File: config.mk
export PLATFORM = sky130hd
export DESIGN_NAME = debug_display_bank
export DESIGN_NICKNAME = d
export VERILOG_FILES = /design/src/rtl/debug_display_bank_pkg.sv /design/src/rtl/debug_display_bank_btn_debounce.sv /design/src/rtl/dig_ctrl.sv /design/src/rtl/debug_display_bank.sv
export SDC_FILE = /design/constraint.sdc
export NUM_CORES = 1
export LEC_CHECK = 0
export CAP_MARGIN = 20
export CORE_ASPECT_RATIO = 0.7
export CORE_UTILIZATION = 35
export DETAILED_ROUTE_END_ITERATION = 7
export PLACE_DENSITY = 0.67
export REMOVE_ABC_BUFFERS = 1
export SLEW_MARGIN = 10
export SYNTH_ARGS = -nofsm -noshare
export SYNTH_HDL_FRONTEND = slang
export SYNTH_SLANG_ARGS = --single-unit
export TNS_END_PERCENT = 100
File: constraint.sdc
create_clock -name clk -period 1.8 [get_ports clk]
set_input_delay 0.36 -clock clk [delete_from_list [all_inputs] [get_ports clk]]
set_output_delay 0.36 -clock clk [all_outputs]
set_load 0.01 [all_outputs]
File: src/rtl/debug_display_bank_pkg.sv
// debug_display_bank_pkg: shared constants, types and helpers for the debug display bank
package debug_display_bank_pkg;

   localparam logic [6:0] SEG_BLANK = 7'b0;

   typedef enum logic [1:0] {LD_NONE, LD_REFRESH, LD_PAGE, LD_FREEZE} load_src_t;

   function automatic int clog2_min1(input int n);
      return (n <= 2) ? 1 : $clog2(n);
   endfunction

   function automatic int ch_base(input int ch, input int w);
      return ch * w;
   endfunction

endpackage

File: src/rtl/debug_display_bank_btn_debounce.sv
// btn_debounce: synchronise a raw button, accept a level after DEB_CYCLES stable samples, pulse on press
module btn_debounce
   import debug_display_bank_pkg::*;
#(
   parameter int DEB_CYCLES = 50000
) (
   input  logic clk,
   input  logic rst_n,
   input  logic btn,
   output logic rise
);

   localparam int DW = clog2_min1(DEB_CYCLES);

   logic          s0, s1, lvl, done;
   logic [DW-1:0] cnt;

   assign done = (s1 != lvl) && (cnt == DW'(DEB_CYCLES - 1));

   // two-flop synchroniser, stable-sample counter and one-cycle press pulse
   always_ff @(posedge clk or negedge rst_n) begin
      if (!rst_n) begin
         s0   <= 1'b0;
         s1   <= 1'b0;
         lvl  <= 1'b0;
         cnt  <= '0;
         rise <= 1'b0;
      end else begin
         s0   <= btn;
         s1   <= s0;
         cnt  <= (s1 == lvl || done) ? '0 : cnt + 1'b1;
         lvl  <= done ? s1 : lvl;
         rise <= done & s1;
      end
   end

endmodule

File: src/rtl/dig_ctrl.sv
// dig_ctrl: hex nibble to active-high 7-segment code, bit order {g,f,e,d,c,b,a}
module dig_ctrl (
   input  logic [3:0] digit,
   output logic [6:0] seg
);

   // full 0-F table; F lives in the default arm
   always_comb begin
      case (digit)
         4'h0: seg = 7'h3F;
         4'h1: seg = 7'h06;
         4'h2: seg = 7'h5B;
         4'h3: seg = 7'h4F;
         4'h4: seg = 7'h66;
         4'h5: seg = 7'h6D;
         4'h6: seg = 7'h7D;
         4'h7: seg = 7'h07;
         4'h8: seg = 7'h7F;
         4'h9: seg = 7'h6F;
         4'hA: seg = 7'h77;
         4'hB: seg = 7'h7C;
         4'hC: seg = 7'h39;
         4'hD: seg = 7'h5E;
         4'hE: seg = 7'h79;
         default: seg = 7'h71;
      endcase
   end

endmodule

File: src/rtl/debug_display_bank.sv
// debug_display_bank: pages NUM_CH debug words onto NUM_DIG 7-segment digits with refresh, freeze and blanking
module debug_display_bank
   import debug_display_bank_pkg::*;
#(
   parameter int NUM_DIG     = 8,
   parameter int NUM_CH      = 4,
   parameter int REFRESH_DIV = 1000000,
   parameter int DEB_CYCLES  = 50000
) (
   input  logic                                clk,
   input  logic                                rst_n,
   input  logic [NUM_CH*4*NUM_DIG-1:0]         ch_data,
   input  logic                                page_btn,
   input  logic                                freeze,
   input  logic                                lz_blank,
   output logic [7*NUM_DIG-1:0]                led,
   output logic [clog2_min1(NUM_CH)-1:0]       ch_sel,
   output logic                                frozen
);

   localparam int W  = 4 * NUM_DIG;
   localparam int CW = clog2_min1(NUM_CH);
   localparam int RW = clog2_min1(REFRESH_DIV);

   logic                 page_rise, wrap;
   logic [CW-1:0]        ch_nxt;
   logic [RW-1:0]        ref_cnt;
   logic [W-1:0]         disp;
   logic [W-1:0]         ch_arr [NUM_CH];
   logic [7*NUM_DIG-1:0] seg, led_nxt;
   logic [NUM_DIG-1:0]   nz;
   load_src_t            src;

   btn_debounce #(.DEB_CYCLES(DEB_CYCLES)) u_page (
      .clk  (clk),
      .rst_n(rst_n),
      .btn  (page_btn),
      .rise (page_rise)
   );

   for (genvar c = 0; c < NUM_CH; c++) begin : g_ch
      assign ch_arr[c] = ch_data[ch_base(c, W) +: W];
   end

   for (genvar d = 0; d < NUM_DIG; d++) begin : g_dig
      dig_ctrl u_dig (
         .digit(disp[4*d +: 4]),
         .seg  (seg[7*d +: 7])
      );
      assign nz[d] = |disp[W-1:4*d];
      assign led_nxt[7*d +: 7] = (lz_blank && d != 0 && !nz[d]) ? SEG_BLANK : seg[7*d +: 7];
   end

   assign wrap = ref_cnt == RW'(REFRESH_DIV - 1);

   // a load always takes the post-page channel, so a page press on a wrap is a single load
   always_comb begin
      ch_nxt = page_rise ? ((ch_sel == CW'(NUM_CH - 1)) ? '0 : ch_sel + CW'(1)) : ch_sel;
      src    = frozen ? LD_NONE : page_rise ? LD_PAGE : freeze ? LD_FREEZE : wrap ? LD_REFRESH : LD_NONE;
   end

   // channel select, freeze state, refresh divider, display register and registered segment bus
   always_ff @(posedge clk or negedge rst_n) begin
      if (!rst_n) begin
         ch_sel  <= '0;
         frozen  <= 1'b0;
         ref_cnt <= '0;
         disp    <= '0;
         led     <= '0;
      end else begin
         ch_sel  <= ch_nxt;
         frozen  <= freeze;
         ref_cnt <= wrap ? '0 : ref_cnt + 1'b1;
         disp    <= (src != LD_NONE) ? ch_arr[ch_nxt] : disp;
         led     <= led_nxt;
      end
   end

endmodule

== Yosys cells after proc, flatten, opt, wreduce, memory -nomap -nowiden ==
Memory sizes are Yosys's and may differ from the RTL's. A register that Yosys moved wholly into a read port is not among the register bits.
Index checks and enable logic that the tools add are counted.
Word-level totals
  memories kept: 8
  register bits: 131
  bits of input ports: 133
  word-level logic and storage cells: 72
  ROM bits: 896
  output and inout port bits: 59
Memory list
  (name not given): words 16, width 7, read ports 1, clocked after memory_dff 1, wr ports 0, RTL line dig_ctrl.sv:9  | case (digit)
  (name not given): words 16, width 7, read ports 1, clocked after memory_dff 0, wr ports 0, RTL line dig_ctrl.sv:9
  (name not given): words 16, width 7, read ports 1, clocked after memory_dff 0, wr ports 0, RTL line dig_ctrl.sv:9
  (name not given): words 16, width 7, read ports 1, clocked after memory_dff 0, wr ports 0, RTL line dig_ctrl.sv:9
  (name not given): words 16, width 7, read ports 1, clocked after memory_dff 0, wr ports 0, RTL line dig_ctrl.sv:9
  (name not given): words 16, width 7, read ports 1, clocked after memory_dff 0, wr ports 0, RTL line dig_ctrl.sv:9
  2 more memories
Operators by class
  reductions and logical operators: 25
  muxes and demuxes: 18
  equal/unequal tests: 5
  bitwise logic cells: 2
  add/subtract/negate cells: 3
  magnitude comparators: 1
Operator list (count)
  binary-select mux 32 bit (select 2 bit): 1
  2-to-1 mux 32 bit: 2
  2-to-1 mux 7 bit: 7
  OR reduction 28 bit: 1
  OR reduction 24 bit: 1
  adder 20 x 1 -> 20 bit, second input constant: 1
  equality test 20 bit, second input constant: 1
  2-to-1 mux 20 bit: 1
  OR reduction 20 bit: 1
  adder 16 x 1 -> 16 bit, second input constant: 1
  equality test 16 bit, second input constant: 1
  2-to-1 mux 16 bit: 1
  OR reduction 16 bit: 1
  OR reduction 12 bit: 1
  2-to-1 mux 2 bit: 5
  logical AND 1 bit: 8
  logical NOT 1 bit: 8
  OR reduction 8 bit: 1
  OR reduction 4 bit: 1
  greater-or-equal comparator 3 bit, second input constant: 1
  inverter 2 -> 3 bit: 1
  adder 2 x 1 -> 2 bit, second input constant: 1
  equality test 2 bit, second input constant: 1
  nonzero test 2 bit: 1
  5 further kinds: 5

== Depth between registers and ports, before layout ==
Gate-level depths: netlist of run 1.
  depth in word-level cells: 7
  gate-level depth with buffers: 8
  gate-level depth less buffers: 6

== By module ==
Synthesis of run 1 repeated with hierarchy kept, for this count alone.
Unflattened totals
  cell total of the unflattened synthesis: 678
  area total of the unflattened synthesis: 8172.8 um2
Modules (own cells, without submodules)
  debug_display_bank: instances 1, cells each 323, sequential area each 2777.7 um2, area an instance 4909.7 um2
  dig_ctrl at g_dig[2].u_dig ...: instances 6, cells each 33, sequential area each 0.0 um2, area an instance 286.5 um2
  btn_debounce: instances 1, cells each 91, sequential area each 500.5 um2, area an instance 968.4 um2
  dig_ctrl at g_dig[0].u_dig ...: instances 2, cells each 33, sequential area each 0.0 um2, area an instance 287.8 um2

== Worst setup path before layout of run 1 ==
OpenSTA, ideal clock, no wires.
  path type: reg2reg
  start: register ch_sel[0]
  end: register disp[14]
  data arrival time: 1.814 ns
  period minus slack after synthesis: 1.939 ns
  cell stages (with the launch flop): 5
  buffers on the path: 1
  setup time: 0.125 ns
  path slack: -0.139 ns
  data required time: 1.675 ns
  cell sequence: dfrtp_1 > xnor2_2 > buf_6 > mux4_1 > mux2_2
On the way
  longest elaborated chain between the ends: 7
  elaborated cells on any way between the ends: 8
  those cells by class: add/sub (1); eq/ne (1); mux (5); bitwise (1)
RTL lines
  start: declaration: RTL line debug_display_bank.sv:17  | output logic [clog2_min1(NUM_CH)-1:0] ch_sel,
  start signal: assignment: RTL line debug_display_bank.sv:71  | ch_sel <= ch_nxt;
  adder 2 x 1 -> 2 bit or equality test 2 bit (tied branches): RTL line debug_display_bank.sv:58  | ch_nxt = page_rise ? ((ch_sel == CW'(NUM_CH - 1)) ? '0 : ch_sel + CW'(1)) : ch_sel;
  2-to-1 mux 2 bit: RTL line debug_display_bank.sv:58
  2-to-1 mux 2 bit *: RTL line debug_display_bank.sv:58
  inverter 2 -> 3 bit (implied by the code) *: RTL line debug_display_bank.sv:74  | disp <= (src != LD_NONE) ? ch_arr[ch_nxt] : disp;
  binary-select mux 32 bit (select 2 bit) *: RTL line debug_display_bank.sv:74
  2-to-1 mux 32 bit (implied by the code) * (2 in a row): RTL line debug_display_bank.sv:74
  end signal: assignment: RTL line debug_display_bank.sv:74
  end: declaration: RTL line debug_display_bank.sv:28  | logic [W-1:0] disp;
Mark *: on every way between the ends. The rest lies on a longest branch, timed or not. The select of a mux whose other input is x is not followed.
A chain may end at the register's enable or synchronous reset.

== Worst setup path in the final report of run 1 ==
  start: register ref_cnt[11]
  end: register disp[4]
On the way
  longest elaborated chain between the ends: 6
RTL lines
  start: declaration: RTL line debug_display_bank.sv:27  | logic [RW-1:0] ref_cnt;
  start signal: assignment: RTL line debug_display_bank.sv:73  | ref_cnt <= wrap ? '0 : ref_cnt + 1'b1;
  equality test 20 bit: RTL line debug_display_bank.sv:54  | assign wrap = ref_cnt == RW'(REFRESH_DIV - 1);
  2-to-1 mux 1 bit: RTL line debug_display_bank.sv:59  | src = frozen ? LD_NONE : page_rise ? LD_PAGE : freeze ? LD_FREEZE : wrap ? LD_REFRESH : LD_NONE;
  2-to-1 mux 2 bit (3 in a row): RTL line debug_display_bank.sv:59
  nonzero test 2 bit: RTL line debug_display_bank.sv:74
Every way passes these cells.

==> results of run 1 <==
## critical path: stages (launching register included)
cell	delay, ns
dfrtp_1	0.39
nor4b_2	0.31
nand4_1	0.19
o31ai_4	0.26
buf_6	0.18
buf_16	0.16
mux2_2	0.33
## layout make-up
| cell class | count | share of cell area |
|---|---|---|
| flip-flops and latches | 131 | 0.2851 |
| well taps | 276 | 0.03000 |
| multi-input cells | 453 | 0.3661 |
| clock inverters | 15 | 0.01804 |
| clock buffers | 17 | 0.03696 |
| inverters | 40 | 0.01304 |
| repair buffers | 289 | 0.2508 |
## synth_stat cells, types with 13 or more instances
master	n
dfrtp_1	131
mux4_1	15
inv_1	40
clkbuf_1	19
nor2b_1	13
ha_1	44
nor2_1	51
mux4_2	23
o21ai_0	23
xor2_1	16
mux2_2	31
nand3_1	13
nand4_1	13
a21oi_1	22
mux2i_1	13
nand2_1	43
## registers in the layout (all words and copies together) (netlist names)
name and flops:
u_page.lvl 1, ch_sel 2, frozen 1, ref_cnt 20, u_page.cnt 16, u_page.s1 1, led 56, u_page.s0 1
u_page.rise 1, disp 32
## stage by stage
step	instance area [um2]	setup slack, ns
after floorplan	7408	-1.163
after global placement	10420	-0.4198
after detailed placement	10420	-0.4353
after CTS	11170	-0.1900
after global routing	11510	-0.2050
final	11510	-0.1515
## repair_timing
action                                  4_1_cts  5_1_grt
setup buffers                                 4        5
cloned                                        2        4
pin swaps                                     5       16
hold buffers                                  1        0
gates resized for setup                      14       53
endpoints found under the hold margin        26        0
endpoints found under the setup margin       54       70
## where the power goes
group,internal (uW),leakage [uW],switching (uW),total [uW]
combinational,1670,0.00313,1230,2900
sequential,3370,0.00154,281,3650
clock,2330,0.000301,1400,3730
## cells by family (layout without fill, tap and decap cells)
logic type	after synthesis	in the layout	share of synthesized area
and+or+nand+nor	197	197	0.1386
DFF	131	131	0.4328
AOI/OAI and AO/OA	100	100	0.09235
muxes	85	85	0.1897
buffers and inverters	70	361	0.04163
adders and majority gates	44	44	0.07269
xor gates and xnor gates	27	27	0.03221
## layer usage
layer | up-vias | share of wire | track usage
met4 | 0 | 0.012 | 0.06184
met2 | 232 | 0.46 | 0.2948
met5 | - | 0 | 0
li1 | 2951 | - | -
met3 | 22 | 0.061 | 0.04440
met1 | 3031 | 0.47 | 0.2563
## worst max path at each step
stage	end	slack, ns	cells past startpoint
after floorplan	disp[0]	-1.16	3
after global placement	led[26]	-0.42	7
after CTS	disp[25]	-0.19	6
final	disp[4]	-0.15	6
after global routing	disp[31]	-0.21	6
after detailed placement	led[26]	-0.44	7
==> impl_metrics.py, run 1 <==
metrics = {
    "cts": {
        "tritoncts": "yes",
        "cts.sinks": 131,
        "cts_max_path_buffers": 2,
        "clk_pin_slew_ns": 0.06,
        "htree_levels": 4,
        "clk_latency_ns": 0.42,
        "numCtsBuffers": 17,
        "ctsRootBufferMaster": "clkbuf_16",
    },
    "synthesis": {
        "yosysSeqAreaShare": 0.4328,
        "yosys_warnings": 0,
        "synth_cells": 654,
        "synthDistinctLibCells": 65,
        "async_reset_ff_frac": 1.000,
        "ys_ff_latch": 131,
        "synth_top_cell_by_area": "dfrtp_1",
        "synth_top_flop_cell": "dfrtp_1",
        "synthTopCellsByArea": "dfrtp_1 (43%), ha_1 (7.3%), mux4_2 (6.8%), mux4_1 (5.2%), mux2_2 (4.6%)",
        "netlist.area_leader.share": 0.4328,
        "synth-edff-count": 0,
        "synth_area_per_cell_um2": 11.58,
        "syn-cell-area_mm2": 0.007574,
    },
    "worst_setup_path": {
        "arrival_ns": 2.26,
        "rrSetupSlack_ns": -0.15,
        "path_class": "reg2reg",
        "reg2reg_from": "ref_cnt[11]",
        "worstPathRequired_ns": 2.10,
        "startpoint": "ref_cnt[11]",
        "regToRegEndpoint": "disp[4]",
        "path_max_fanout": 8,
        "cp-end-kind": "flip-flop",
        "startpoint_type": "flip-flop",
        "ff2ff_path_depth": 6,
    },
    "sta": {
        "timing.fmax_ghz": 0.5124,
        "fin_crit_ns": 1.951,
        "finClkSkew_ns": 0.01069,
        "period_share": 1.084,
        "setup_violations": 32,
        "grt_setup_unrepaired": "true",
        "hold_violations": 0,
        "setup-tns-final_ns": -4.212,
        "fin_ws_ns": -0.1515,
        "maxSlewHeadroom": 0.7086,
        "maxSlewViolCount": 0,
        "worstMarginPinSlew_ns": 0.4371,
        "timing.hold.ws_ns": 0.3562,
    },
    "job": {
        "max_cap_viol_count": 0,
    },
    "final_layout": {
        "final_util": 0.5488,
        "multiInputGateArea_mm2": 0.004214,
        "instances_no_fill": 1221,
        "ff_latch_area_mm2": 0.003282,
        "areaGrowthSynthToFinish_pct": 51.99,
        "nets": 1109,
        "layout_commonest_cell": "clkdlybuf4s50_1",
        "drive_gt1_frac": 0.2476,
        "n_fill_cell": 1799,
        "antenna_cells": 0,
        "layout_common_cells": "clkdlybuf4s50_1 (189), dfrtp_1 (128), buf_4 (77)",
    },
    "global_routing": {
        "antenna_found_initial": 0,
        "gr-usage-all-layers": 0.1883,
        "grt_start_max_net_pins": 43,
        "grt_pass1_vias": 6132,
        "overflow": 0,
        "grt_pass1_wl_um": 32050,
    },
    "die": {
        "fp.dieArea_mm2": 0.02224,
        "fp-row-count": 44,
        "ios": 192,
        "die_w_um": 177.8,
        "coreArea_mm2": 0.02098,
        "initial_core_util": 0.3611,
        "die_h_um": 125.1,
    },
    "placed_design": {
        "port_buffers": 191,
        "post-dp-hpwl_um": 14820,
        "place.gp.congestion": 0.8920,
        "placedCellCount": 1173,
    },
    "drt": {
        "wl_um": 21360,
        "antenna_left": 0,
        "drtIter0Drc": 423,
        "dr.pass1.iters": 5,
        "vias_per_cell": 5.107,
        "routedWlPerCell_um": 17.49,
        "via_count": 6236,
        "drc": 0,
    },
    "power": {
        "power_density_mw_per_mm2": 893.9,
        "total_power_uw": 10290,
        "vdd_drop_max_mv": 0.6649,
        "p_leak_uw": 0.004968,
    },
    "run_status": {
        "violations": "setup timing",
        "status": "finished, violations left",
    },
    "hold_path": {
        "hp-class": "reg2reg",
        "hold_depth": 0,
        "hold_path_end": "u_page.s1",
        "hp-start": "u_page.s0",
    },
}
(Power assumes the default switching activity.)
==> run 2, diff against run 1 <==
--- a/config.mk
+++ b/config.mk
@@ -9,7 +9,7 @@
 export CORE_ASPECT_RATIO = 0.7
 export CORE_UTILIZATION = 35
 export DETAILED_ROUTE_END_ITERATION = 7
-export PLACE_DENSITY = 0.67
+export GPL_TIMING_DRIVEN = 1
 export REMOVE_ABC_BUFFERS = 1
 export SLEW_MARGIN = 10
 export SYNTH_ARGS = -nofsm -noshare
==> impl_metrics.py, run 2 (synthesized netlist as in run 1, its figures left out) <==
metrics = {
    "cts": {
        "numCtsBuffers": 17,
        "tritoncts": "yes",
        "clk_pin_slew_ns": 0.06,
        "cts_max_path_buffers": 2,
        "htree_levels": 4,
        "clk_latency_ns": 0.42,
        "ctsRootBufferMaster": "clkbuf_16",
        "cts.sinks": 131,
    },
    "worst_setup_path": {
        "worstPathRequired_ns": 2.10,
        "path_max_fanout": 13,
        "path_class": "reg2reg",
        "cp-end-kind": "flip-flop",
        "regToRegEndpoint": "disp[5]",
        "rrSetupSlack_ns": -0.17,
        "arrival_ns": 2.27,
        "reg2reg_from": "u_page.rise",
        "startpoint": "u_page.rise",
        "crit_end": "disp[5]",
        "startpoint_type": "flip-flop",
        "ff2ff_path_depth": 5,
    },
    "power": {
        "p_leak_uw": 0.005134,
        "power_density_mw_per_mm2": 889.9,
        "p_switching_uw": 2818,
        "internal_power_uw": 7645,
        "seq_power_share": 0.349,
        "p_comb_frac": 0.289,
        "vdd_drop_max_mv": 0.6243,
        "sw_frac_of_total": 0.2693,
        "p_clk_frac": 0.362,
    },
    "sta": {
        "maxSlewViolCount": 0,
        "fin_crit_ns": 1.969,
        "setup_violations": 32,
        "worstMarginPinSlew_ns": 0.5168,
        "period_share": 1.094,
        "hold_violations": 0,
        "finClkSkew_ns": 0.01238,
        "grt_setup_unrepaired": "true",
        "timing.fmax_ghz": 0.5079,
        "maxSlewHeadroom": 0.6542,
        "fin_ws_ns": -0.1690,
    },
    "final_layout": {
        "drive_gt1_frac": 0.2623,
        "post-route-cell-area_mm2": 0.01176,
        "antenna_cells": 0,
        "largest_register_ffs": 56,
        "top_register": "led",
        "instances_no_fill": 1233,
        "layout_common_cells": "clkdlybuf4s50_1 (189), dfrtp_1 (129), buf_4 (83)",
        "reg_top3": "led x56, disp x32, ref_cnt x20",
        "layout_commonest_cell": "clkdlybuf4s50_1",
        "nets": 1121,
        "areaGrowthSynthToFinish_pct": 55.24,
    },
    "placed_design": {
        "place.gp.congestion": 0.8340,
        "dpl_cell_area_mm2": 0.01048,
        "post-dp-hpwl_um": 14470,
        "placedCellCount": 1183,
        "port_buffers": 191,
    },
    "die": {
        "fp.dieArea_mm2": 0.02224,
        "die_h_um": 125.1,
        "fp-row-count": 44,
        "initial_core_util": 0.3611,
        "coreArea_mm2": 0.02098,
        "ios": 192,
        "die_w_um": 177.8,
    },
    "global_routing": {
        "grt_pass1_wl_um": 33710,
        "grt_pass1_vias": 6192,
        "gr-usage-all-layers": 0.1984,
        "overflow": 0,
        "antenna_found_initial": 0,
        "grt_start_max_net_pins": 44,
    },
    "drt": {
        "drtIter0Drc": 379,
        "routedWlPerCell_um": 17.09,
        "wl_um": 21070,
        "vias_per_cell": 4.980,
        "via_count": 6140,
        "antenna_left": 0,
        "drc": 0,
        "dr.pass1.iters": 4,
    },
    "run_status": {
        "status": "finished, violations left",
        "violations": "setup timing",
    },
    "job": {
        "max_cap_viol_count": 0,
    },
    "hold_path": {
        "hp-class": "reg2reg",
    },
}
==> run 2: cell type report <==
class | count | area [um2]
Clock buffer | 22 | 464.2
Tap cell | 276 | 345.3
Multi-Input combinational cell | 454 | 4344
Inverter | 40 | 150.1
Timing Repair Buffer | 300 | 2994
Sequential cell | 131 | 3281
Clock inverter | 10 | 178.9
Fill cell | 1759 | 9218
==> run 2: critical path, cell delays in order (launching register included) <==
cell and delay [ns]:
dfrtp_2 0.44, xnor2_4 0.24, buf_12 0.19, buf_4 0.15, mux4_1 0.55, mux2_2 0.27
==> run 2: worst min-delay path by stage <==
stage | from | to | slack, ns | depth (start not counted)
after floorplan | rst_n | ch_sel[0] | 0.06 | 0
after global placement | rst_n | ref_cnt[4] | 0.28 | 1
after detailed placement | rst_n | ref_cnt[4] | 0.28 | 1
after CTS | u_page.s0 | u_page.s1 | 0.36 | 0
after global routing | u_page.s0 | u_page.s1 | 0.37 | 0
final | u_page.s0 | u_page.s1 | 0.36 | 0
==> run 2: through the flow <==
stage,util,setup TNS (ns),setup slack [ns],hold WS (ns),power (uW)
2_1_floorplan,-,-67.51,-1.163,0.06441,4915
3_3_place_gp,0.4998,-14.44,-0.3994,0.2825,6479
3_5_place_dp,0.4998,-16.20,-0.4393,0.2769,6478
4_1_cts,0.5480,-3.798,-0.1747,0.3601,10430
5_1_grt,0.5605,-8.806,-0.2726,0.3682,10990
6_report,0.5605,-4.067,-0.1690,0.3557,10460
==> run 2: repair_timing <==
item | CTS | global route
buffers inserted | 10 | 2
hold buffers | 1 | 0
gates resized for setup | 45 | 61
hold endpoints to repair | 32 | 0
setup endpoints to repair | 58 | 65
gates cloned | 6 | 1
pin swaps | 4 | 22
==> run 2: power groups by stage <==
stage,combinational [uW],clock [uW],sequential (uW)
2_1_floorplan,1030,0,3890
3_3_place_gp,2780,0,3700
3_5_place_dp,2800,0,3680
4_1_cts,2900,3880,3650
5_1_grt,3300,3990,3700
6_report,3030,3790,3650
==> run 2: routing by layer <==
metal  up-vias  track usage  part of all wire  wire length, um
met1      2966       0.2866              0.48            10210
met5         -            0                 0                0
li1       2983            -                 -                -
met4         0      0.04072            0.0052              110
met2       185       0.2953              0.45             9410
met3         6      0.05566             0.064             1339
==> run 3, diff against run 2 <==
--- a/config.mk
+++ b/config.mk
@@ -7,6 +7,7 @@
 export LEC_CHECK = 0
 export CAP_MARGIN = 20
 export CORE_ASPECT_RATIO = 0.7
+export CORE_MARGIN = 2
 export CORE_UTILIZATION = 35
 export DETAILED_ROUTE_END_ITERATION = 7
 export GPL_TIMING_DRIVEN = 1
==> impl_metrics.py, run 3 (synthesized netlist as in run 1, its figures left out) <==
metrics = {
    "worst_setup_path": {
        "worstPathRequired_ns": 2.10,
        "cp-end-kind": "flip-flop",
        "path_max_fanout": 12,
        "path_class": "reg2reg",
        "startpoint_type": "flip-flop",
        "arrival_ns": 2.25,
    },
    "drt": {
        "antenna_left": 0,
        "routedWlPerCell_um": 17.05,
        "dr.pass1.iters": 5,
        "drc": 0,
        "via_count": 6169,
        "vias_per_cell": 5.015,
        "wl_um": 20970,
        "drtIter0Drc": 457,
    },
    "power": {
        "p_clk_frac": 0.343,
        "p_comb_frac": 0.295,
        "vdd_drop_max_mv": 0.6524,
        "internal_power_uw": 7302,
        "seq_power_share": 0.362,
        "p_switching_uw": 2789,
        "sw_frac_of_total": 0.2764,
        "power_density_mw_per_mm2": 877.8,
        "p_leak_uw": 0.004971,
    },
    "final_layout": {
        "drive_gt1_frac": 0.2529,
        "nets": 1120,
        "layout_common_cells": "clkdlybuf4s50_1 (188), dfrtp_1 (130), buf_4 (88)",
        "reg_top3": "led x56, disp x32, ref_cnt x20",
        "post-route-cell-area_mm2": 0.01150,
        "n_fill_cell": 1787,
        "largest_register_ffs": 56,
        "final_util": 0.5481,
        "top_register": "led",
        "layout_commonest_cell": "clkdlybuf4s50_1",
        "areaGrowthSynthToFinish_pct": 51.79,
    },
    "sta": {
        "finClkSkew_ns": 0.01039,
        "timing.hold.ws_ns": 0.3485,
        "setup_violations": 36,
        "maxSlewHeadroom": 0.6235,
        "timing.fmax_ghz": 0.5133,
        "setup-tns-final_ns": -3.457,
        "period_share": 1.082,
        "worstMarginPinSlew_ns": 0.5627,
        "fin_crit_ns": 1.948,
        "maxSlewViolCount": 0,
        "grt_setup_unrepaired": "true",
        "fin_ws_ns": -0.1482,
        "hold_violations": 0,
    },
    "global_routing": {
        "busiest_layer": "met1",
        "antenna_found_initial": 1,
        "grt_util_met1": 0.2805,
        "gr-usage-all-layers": 0.1890,
        "use_met2": 0.2718,
        "grt_pass1_wl_um": 33490,
        "grt_start_max_net_pins": 42,
        "grt_pass1_vias": 6049,
        "grtUsageMet3": 0.06015,
        "overflow": 0,
    },
    "cts": {
        "clk_latency_ns": 0.42,
        "cts_max_path_buffers": 2,
        "ctsRootBufferMaster": "clkbuf_16",
        "htree_levels": 4,
        "numCtsBuffers": 17,
        "tritoncts": "yes",
        "cts.sinks": 131,
        "clk_pin_slew_ns": 0.06,
    },
    "hold_path": {
        "hp-class": "reg2reg",
    },
    "placed_design": {
        "dpl_cell_area_mm2": 0.01053,
        "place.gp.congestion": 0.8539,
        "port_buffers": 191,
        "post-dp-hpwl_um": 15870,
    },
    "die": {
        "coreArea_mm2": 0.02098,
        "ios": 192,
        "die_w_um": 179.8,
        "fp-row-count": 44,
        "die_h_um": 127.1,
        "fp.dieArea_mm2": 0.02285,
        "initial_core_util": 0.3611,
    },
    "job": {
        "max_cap_viol_count": 0,
    },
    "run_status": {
        "violations": "setup timing",
        "status": "finished, violations left",
    },
}
[run 3: cell types whose count changed in the layout (fill, tap and decap cells not counted), sizes merged]
| cell | change |
|---|---|
| clkinv | -2 |
| bufinv | -2 |
| diode | +1 |
| clkdlybuf4s50 | -1 |
| dlymetal6s2s | +1 |
[run 3: critical path, cell delays in order, from the launching register on]
cell and delay, ns:
dfrtp_1 0.41, nor4b_4 0.31, nand4_1 0.19, o31ai_4 0.27, buf_6 0.16, buf_12 0.15, mux2_2 0.34
[run 3: metrics by stage]
stage	setup WS [ns]	power (uW)	std cells
after floorplan	-1.163	4915	624
after global placement	-0.4384	6502	1187
after detailed placement	-0.4500	6504	1187
after CTS	-0.1760	10100	1224
after global routing	-0.2234	10640	1229
final	-0.1482	10090	1230
[run 3: power by group through the flow]
stage	clock network (uW)	logic, uW	registers, uW
final	3460	2980	3660
after global routing	3680	3240	3710
after CTS	3530	2910	3660
after detailed placement	0	2810	3690
after global placement	0	2790	3710
after floorplan	0	1030	3890
[run 3: path summary, 6_finish.rpt]
kind | startpoint | endpoint | slack [ns] | depth (start not counted)
max | ref_cnt[12] | disp[12] | -0.15 | 6
min | u_page.s0 | u_page.s1 | 0.35 | 0
max reg2reg | ref_cnt[12] | disp[12] | -0.15 | 6
min reg2reg | u_page.s0 | u_page.s1 | 0.35 | 0
max in group asynchronous | rst_n | u_page.cnt[11] | 0.82 | 3
min in group asynchronous | rst_n | ref_cnt[12] | 0.44 | 2
[run 3: area by class of cell]
cell class	count	area [um2]	area share
timing repair buffer	299	2887	0.2511
clock inverter	6	105.1	0.009142
inverter	40	150.1	0.01306
sequential	131	3279	0.2853
antenna	1	2.502	0.0002177
tap	276	345.3	0.03004
multi-input combinational	454	4259	0.3705
clock buffer	23	467.9	0.04071
[run 3: repair_timing]
| item | in CTS | in global routing |
|---|---|---|
| cloned | 2 | 0 |
| hold buffers | 1 | 0 |
| hold endpoints to repair | 34 | 0 |
| setup endpoints to repair | 62 | 65 |
| pin swaps | 11 | 12 |
| buffers inserted | 5 | 6 |
| resized for setup | 28 | 48 |
[run 3: per-layer routing]
metal  part of all wire  vias up
li1                   -     2987
met1               0.49     2953
met2               0.43      212
met3              0.071       15
met4             0.0076        2
met5            0.00062        -
